## config.mk

```make
export PLATFORM = sky130hd
export DESIGN_NAME = btn_conditioner
export DESIGN_NICKNAME = d
export VERILOG_FILES = /design/src/rtl/btn_pkg.sv /design/src/rtl/btn_debounce_ch.sv /design/src/rtl/btn_conditioner.sv
export SDC_FILE = /design/constraint.sdc
export NUM_CORES = 1
export LEC_CHECK = 0
export BUFFER_PORTS_ARGS = -buffer_cell sky130_fd_sc_hd__clkbuf_2
export CORE_UTILIZATION = 46
export CTS_BUF_LIST = sky130_fd_sc_hd__clkbuf_2
export DETAILED_ROUTE_END_ITERATION = 12
export GPL_TIMING_DRIVEN = 0
export SETUP_SLACK_MARGIN = 0.4
export SLEW_MARGIN = 5
export SYNTH_ARGS = -nofsm -noshare
export SYNTH_HDL_FRONTEND = slang
export SYNTH_SLANG_ARGS = --single-unit
```

## constraint.sdc

```tcl
create_clock -name clk -period 1.85 [get_ports clk]
set_input_delay 0.2775 -clock clk [delete_from_list [all_inputs] [get_ports clk]]
set_output_delay 0.2775 -clock clk [all_outputs]
set_load 0.05 [all_outputs]
```

## src/rtl/btn_pkg.sv

```systemverilog
// Shared definitions for the push-button conditioner: default parameter
// values, channel count and channel index names.
package btn_pkg;

    localparam int BTN_N                   = 5;
    localparam int BTN_DEBOUNCE_CYCLES_DEF = 200000;
    localparam int BTN_REPEAT_DELAY_DEF    = 50000000;
    localparam int BTN_REPEAT_RATE_DEF     = 10000000;

    localparam int BTN_CENTER = 4;
    localparam int BTN_UP     = 3;
    localparam int BTN_DOWN   = 2;
    localparam int BTN_LEFT   = 1;
    localparam int BTN_RIGHT  = 0;

    function automatic int max_int(input int a, input int b);
        return (a > b) ? a : b;
    endfunction

endpackage

```

## src/rtl/btn_debounce_ch.sv

```systemverilog
// One button channel: 2-FF synchroniser, stability counter, debounced level
// and registered one-cycle press/release pulses.
// Optional auto-repeat when BTN_AUTOREPEAT_EN is defined: a held button
// produces extra press pulses after REPEAT_DELAY cycles, then every
// REPEAT_RATE cycles, until release.
// The release pulse is called "released" because "release" is a keyword.
module btn_debounce_ch
    import btn_pkg::*;
#(
    parameter int DEBOUNCE_CYCLES = BTN_DEBOUNCE_CYCLES_DEF
`ifdef BTN_AUTOREPEAT_EN
    ,
    parameter int REPEAT_DELAY    = BTN_REPEAT_DELAY_DEF,
    parameter int REPEAT_RATE     = BTN_REPEAT_RATE_DEF
`endif
) (
    input  logic clk,
    input  logic rst,
    input  logic raw,
    output logic level,
    output logic press,
    output logic released
);

    localparam int CW = $clog2(DEBOUNCE_CYCLES);
    localparam logic [CW-1:0] CNT_TERM = CW'(DEBOUNCE_CYCLES - 1);

    logic          s1;
    logic          s2;
    logic [CW-1:0] cnt;
    logic          settle;

`ifdef BTN_AUTOREPEAT_EN
    localparam int RW = $clog2(max_int(REPEAT_DELAY, REPEAT_RATE) + 1);
    localparam logic [RW-1:0] REP_FIRST = RW'(REPEAT_DELAY - 1);
    localparam logic [RW-1:0] REP_NEXT  = RW'(REPEAT_RATE - 1);

    logic [RW-1:0] rep_cnt;
`endif

    // Synchronised input has disagreed with level long enough to be accepted.
    always_comb begin
        settle = (s2 != level) && (cnt == CNT_TERM);
    end

    // Synchroniser, stability counter, level and pulse registers.
    always_ff @(posedge clk or negedge rst) begin
        if (!rst) begin
            s1       <= 1'b0;
            s2       <= 1'b0;
            cnt      <= '0;
            level    <= 1'b0;
            press    <= 1'b0;
            released <= 1'b0;
`ifdef BTN_AUTOREPEAT_EN
            rep_cnt  <= '0;
`endif
        end else begin
            s1       <= raw;
            s2       <= s1;
            press    <= 1'b0;
            released <= 1'b0;

            if (s2 == level) begin
                cnt <= '0;
            end else if (settle) begin
                cnt      <= '0;
                level    <= s2;
                press    <= s2;
                released <= ~s2;
            end else begin
                cnt <= cnt + 1'b1;
            end

`ifdef BTN_AUTOREPEAT_EN
            // Repeat timer starts on the accepted press; a pending release
            // takes priority so press and release never coincide.
            if (settle && s2) begin
                rep_cnt <= REP_FIRST;
            end else if (level && !settle) begin
                if (rep_cnt == '0) begin
                    press   <= 1'b1;
                    rep_cnt <= REP_NEXT;
                end else begin
                    rep_cnt <= rep_cnt - 1'b1;
                end
            end else begin
                rep_cnt <= '0;
            end
`endif
        end
    end

endmodule

```

## src/rtl/btn_conditioner.sv

```systemverilog
// Multi-channel push-button conditioner: N independent debounce channels,
// each giving a clean level plus one-cycle press and release pulses.
// Define BTN_AUTOREPEAT_EN to turn a held button into a periodic press train.
module btn_conditioner
    import btn_pkg::*;
#(
    parameter int N               = BTN_N,
    parameter int DEBOUNCE_CYCLES = BTN_DEBOUNCE_CYCLES_DEF
`ifdef BTN_AUTOREPEAT_EN
    ,
    parameter int REPEAT_DELAY    = BTN_REPEAT_DELAY_DEF,
    parameter int REPEAT_RATE     = BTN_REPEAT_RATE_DEF
`endif
) (
    input  logic         clk,
    input  logic         rst,
    input  logic [N-1:0] raw,
    output logic [N-1:0] level,
    output logic [N-1:0] press,
    output logic [N-1:0] released
);

    // One independent conditioner per button.
    for (genvar i = 0; i < N; i++) begin : g_ch
        btn_debounce_ch #(
            .DEBOUNCE_CYCLES (DEBOUNCE_CYCLES)
`ifdef BTN_AUTOREPEAT_EN
            ,
            .REPEAT_DELAY    (REPEAT_DELAY),
            .REPEAT_RATE     (REPEAT_RATE)
`endif
        ) u_ch (
            .clk      (clk),
            .rst      (rst),
            .raw      (raw[i]),
            .level    (level[i]),
            .press    (press[i]),
            .released (released[i])
        );
    end

endmodule

```

# Word-level counts from Yosys, hierarchy flattened
# Cells that the tools add are included.
[word_totals]
register_bits = 115
inputBits = 7
out_inout_bits = 15
elab_cells = 100
[op_classes]
n_addsub = 5
eq_ne = 15
n_mux = 30
bitwise_logic = 10
n_reduce_logical = 10
[ops]
columns = ["op", "count"]
rows = [
  ["$mux 18", 10],
  ["$add 18x1->18 const B", 5],
  ["$eq 18x18->1 const B", 5],
  ["$mux 1", 20],
  ["$not 1->1", 10],
  ["$reduce_and 2->1", 5],
  ["$eq 1x1->1", 5],
  ["$logic_and 1x1->1", 5],
  ["$ne 1x1->1", 5],
]

# Depth between registers and ports, before layout
[logic_depth]
word_depth = 4
depth_mapped = 7
ltp_nobuf = 5

# Hierarchy
# Synthesis repeated with hierarchy kept, for this count alone.
[unflattened]
hier_cells = 515
area_unflattened_um2 = 5330.1
[by_module_without_submodules]
columns = ["module", "instances", "cells_each", "area_each_um2", "seq_area_each_um2"]
rows = [
  ["btn_debounce_ch", 5, 103, 1066.0, 575.6],
]

# Worst setup path before layout
# OpenSTA, ideal clock, no wires.
[synth_timing]
path_kind = "reg-to-reg"
from = "reg g_ch[1].u_ch.cnt[11]"
to = "reg g_ch[1].u_ch.level"
setup_ps = 125
arrival_time_ps = 1717
required_ps = 1725
path_slack_ps = 8
path_stages_with_launch = 5
n_path_buf = 0
period_less_slack_ps = 1842
cell_sequence = "dfrtp_1 > nand3_1 > or4b_4 > or3_4 > mux2_4"
[synth_between]
elab_chain_len = 3
[synth_rtl]
columns = ["element", "line_no", "text"]
rows = [
  ["from (decl)", "btn_debounce_ch.sv:30", "logic [CW-1:0] cnt;"],
  ["from (signal assigned)", "btn_debounce_ch.sv:72", "cnt <= cnt + 1'b1;"],
  ["$eq 18x18->1", "btn_debounce_ch.sv:43", "settle = (s2 != level) && (cnt == CNT_TERM);"],
  ["$logic_and 1x1->1", "btn_debounce_ch.sv:43", ""],
  ["$reduce_and 2->1 (no source line)", "n/a", ""],
  ["to (signal assigned)", "btn_debounce_ch.sv:52", "level <= 1'b0;"],
  ["to (signal assigned)", "btn_debounce_ch.sv:68", "level <= s2;"],
  ["to (decl)", "btn_debounce_ch.sv:20", "output logic level,"],
]
# Every way passes these cells.
# A chain may end at the register's enable or synchronous reset.

# Worst setup path after layout
# Ends and elaborated chain as after synthesis.

==> summary by stage <==
Detailed routing
Dividing the detail-routed wire length by the instance count gives 15.6 um. The via count normalized by instance count is 5.40. The final route contains 4,560 vias. The count of nets left with antenna violations once routing finished came out at 0.

For this run, design rule violations remaining after detail routing come to 0. The aggregate routed wire length is 13,200 um. The number of DRC markers after the initial detailed-route iteration is 199.

Before antenna repair, the detailed router went through 4 iterations.

Floorplanning
The core region is 0.0115 sq mm. The die width is 111 um. The I/O pin count is 22. The site row count is 39. For this configuration, the core starts out at a cell density of 47.6%. The area of the die is 0.0123 sq mm.

From bottom edge to top edge, the die measures 111 um.

Clock tree
The clock passes through at most 2 buffers. The clock reaches the later pin of the worst-skew pair after 0.69 ns. The CTS tree is done. The number of buffers created by CTS is 17. For this design, the sink count on the clock tree is 115. The H-tree was split into 4 levels. Clock-pin slew was measured on the worst setup and hold paths at 0.19 ns. In this run the clock root is driven by a sky130_fd_sc_hd__clkbuf_2.

STA
The hold violation total from the final report is 0. The clock period minus worst slack is 1.81 ns. Setup repair after global routing could not meet its margin everywhere. The worst slew margin relative to its limit is 68.7%. The transition time of the tightest slew-check pin is 0.469 ns.

The total count of max-transition violations in the final report is 0. The worst clock skew is 0.0405 ns. Summed over all failing endpoints, the final setup total negative slack is 0 ns. The worst-case setup margin in the final layout is 0.0415 ns.

The final-layout worst hold slack is 0.0968 ns. Setup violations remaining at the end of the flow were counted as 0. For this run, the top clock speed supported by timing is 553 MHz. The final period utilization is 97.8%.

Synth
The number of enable-type register cells in the synthesized netlist is 0. The share of synthesized registers carrying an async set or reset is 100%. The distinct cell type count after synthesis is 42.

The synthesized area divided by synthesized cell count is 10.3 sq um. The number of nets handed over by synthesis was 543. After synthesis the netlist holds a flip-flop and latch count of 115.

The number of warnings issued by yosys is 0. By count the netlist is led by sky130_fd_sc_hd__dfrtp_1 (115), sky130_fd_sc_hd__nor2_1 (93), sky130_fd_sc_hd__xnor2_1 (57). The netlist area before placement is 0.00546 sq mm. In the synthesized netlist the dominant register cell turns out to be sky130_fd_sc_hd__dfrtp_1. The top cell type's share of synthesized area is 52.7%. In the synthesized netlist, the number of instances is 531.

The top cell type by total area after synthesis is sky130_fd_sc_hd__dfrtp_1. Ranked by total cell area, the synthesized netlist is headed by sky130_fd_sc_hd__dfrtp_1 (53%), sky130_fd_sc_hd__xnor2_1 (9.1%), sky130_fd_sc_hd__nor2_1 (6.4%). The cell with the most instances after synthesis is sky130_fd_sc_hd__dfrtp_1.

Summing the sequential cell areas from Yosys gives 52.7% of the chip area.

Placed design
Detailed placement ended at an HPWL of 6730 um. The number of buffers added on ports is 21. Routability-driven placement finished with a final weighted congestion of 0.819. OpenSTA, run right after detailed placement, puts the worst setup slack at -0.0437 ns.

Layout
The number of fillers in the final layout is 783. The ratio of cells with drive above 1 in the final layout is 50.3%. The final net count is 701. The utilization after layout is 72.2%.

The repair_antennas step left the layout with diodes totalling 0. The relative area change from synthesis to final layout is 51.6%.

Worst setup path
The worst register-to-register path ends at g_ch[1].u_ch.level. STA classifies the critical path startpoint as a register. In this run the critical register-to-register path is launched from g_ch[1].u_ch.cnt[11].

The type of element capturing the critical path is a register. Setup slack on the worst reg-to-reg path comes out at 0.04 ns. The highest net fanout along the worst path is 3. The data arrival time at the worst-slack endpoint is 2.39 ns. Data on the critical path is required at its endpoint by 2.43 ns. The worst reg2reg path depth is 4.

The type of the worst setup path is register to register.

GRT
The number of global-route vias before repair is 4,585. The first global-routing pass estimated 21,100 um of wire. The initial antenna violation count came to 0. The global-route usage over all layers is 21.3%. The pin count of the biggest net entering global routing is 63. The total overflow reported by the global router is 0.

Pwr
The total leakage power is 3.29 nW. The power per cell area is 572 mW/mm^2. The design draws 0.00473 W. VDD sags by at most 860 uV.

Flow run
The number of max-cap violations is 0.

Outcome
The flow ran to the end, and the final reports show no timing, DRC or antenna violations.

Worst hold path
In this run the worst hold path is classified as primary input to async pin.
[cells in the final DEF, fill, tap and decap left out, types with 6 or more instances in the layout]
| master | instances |
|---|---|
| sky130_fd_sc_hd__nand4_1 | 28 |
| sky130_fd_sc_hd__nor3b_2 | 8 |
| sky130_fd_sc_hd__nor4_1 | 13 |
| sky130_fd_sc_hd__dfrtp_1 | 93 |
| sky130_fd_sc_hd__o21ai_0 | 6 |
| sky130_fd_sc_hd__dfrtp_2 | 22 |
| sky130_fd_sc_hd__xnor2_1 | 56 |
| sky130_fd_sc_hd__dlygate4sd3_1 | 6 |
| sky130_fd_sc_hd__xor2_1 | 16 |
| sky130_fd_sc_hd__buf_4 | 90 |
| sky130_fd_sc_hd__nor3_1 | 9 |
| sky130_fd_sc_hd__or3_1 | 6 |
| sky130_fd_sc_hd__nand3_1 | 26 |
| sky130_fd_sc_hd__nor2_4 | 11 |
| sky130_fd_sc_hd__clkbuf_16 | 15 |
| sky130_fd_sc_hd__inv_1 | 13 |
| sky130_fd_sc_hd__buf_6 | 35 |
| sky130_fd_sc_hd__clkbuf_2 | 27 |
| sky130_fd_sc_hd__nor2_1 | 31 |
| sky130_fd_sc_hd__nor2_2 | 51 |
| sky130_fd_sc_hd__nor4_2 | 9 |
| sky130_fd_sc_hd__nand2_1 | 15 |
[worst max-delay path by stage]
stage                      endpoint            startpoint
6_report         g_ch[1].u_ch.level  g_ch[1].u_ch.cnt[11]
5_1_grt        g_ch[0].u_ch.cnt[16]  g_ch[0].u_ch.cnt[15]
4_1_cts          g_ch[1].u_ch.level  g_ch[1].u_ch.cnt[16]
3_5_place_dp     g_ch[1].u_ch.level   g_ch[1].u_ch.cnt[0]
3_3_place_gp   g_ch[4].u_ch.cnt[13]                   rst
2_1_floorplan    g_ch[1].u_ch.level  g_ch[1].u_ch.cnt[11]
[critical path: stages (launching register included)]
cell	delay, ns
sky130_fd_sc_hd__dfrtp_1	0.42
sky130_fd_sc_hd__nand3_2	0.10
sky130_fd_sc_hd__or4b_4	0.51
sky130_fd_sc_hd__or3_4	0.37
sky130_fd_sc_hd__mux2_4	0.31
[power by group]
group,leakage (nW),switching [W],total (W),internal (W)
combinational,1.60,0.000164,0.000320,0.000156
clock,0.159,0.000930,0.00182,0.000887
sequential,1.54,0.0000432,0.00260,0.00255
total,3.29,0.00114,0.00473,0.00360
[per-layer routing]
layer	track usage (%)	part of all wire (%)
met5	0	0
met2	36.1	53
met4	6.49	2.0
met1	26.1	42
met3	6.45	3.9
[final cells by class]
class	count	area, sq um	share of cell area, %
plain buffers	27	297	3.58
clock buffers	20	100	1.21
repair buffers	139	1460	17.6
flip-flops and latches	115	2910	35.1
inverters	13	48.8	0.590
multi-input cells	376	3120	37.7
well taps	143	179	2.16
clock inverters	12	163	1.97
[through the flow]
stage / area, sq um / std cells
after floorplan: 5650 / 531
after global placement: 5930 / 695
after detailed placement: 5970 / 696
after CTS: 7700 / 817
after global routing: 8270 / 845
final: 8270 / 845
[cells by family after synthesis]
kind of cell | synth area share, %
flops | 52.7
buf+inv | 3.94
mux | 1.65
compound gates | 2.84
fa+ha+maj | 1.15
xor+xnor | 12.0
simple gates | 25.7
[flip-flops by register name (all words and copies together), names as in the netlist]
name and cells:
g_ch.u_ch.s2 5, g_ch.u_ch.released 5, g_ch.u_ch.s1 5, g_ch.u_ch.cnt 90
g_ch.u_ch.press 5, g_ch.u_ch.level 5
[what timing repair did]
action	4_1_cts	5_1_grt
endpoints found under the setup margin	120	119
endpoints found under the hold margin	120	0
pin swaps	53	31
setup buffers	80	27
hold buffers	6	0
resized for setup	154	104
cloned	3	1
No activity file was read; power rests on OpenSTA's default activity.
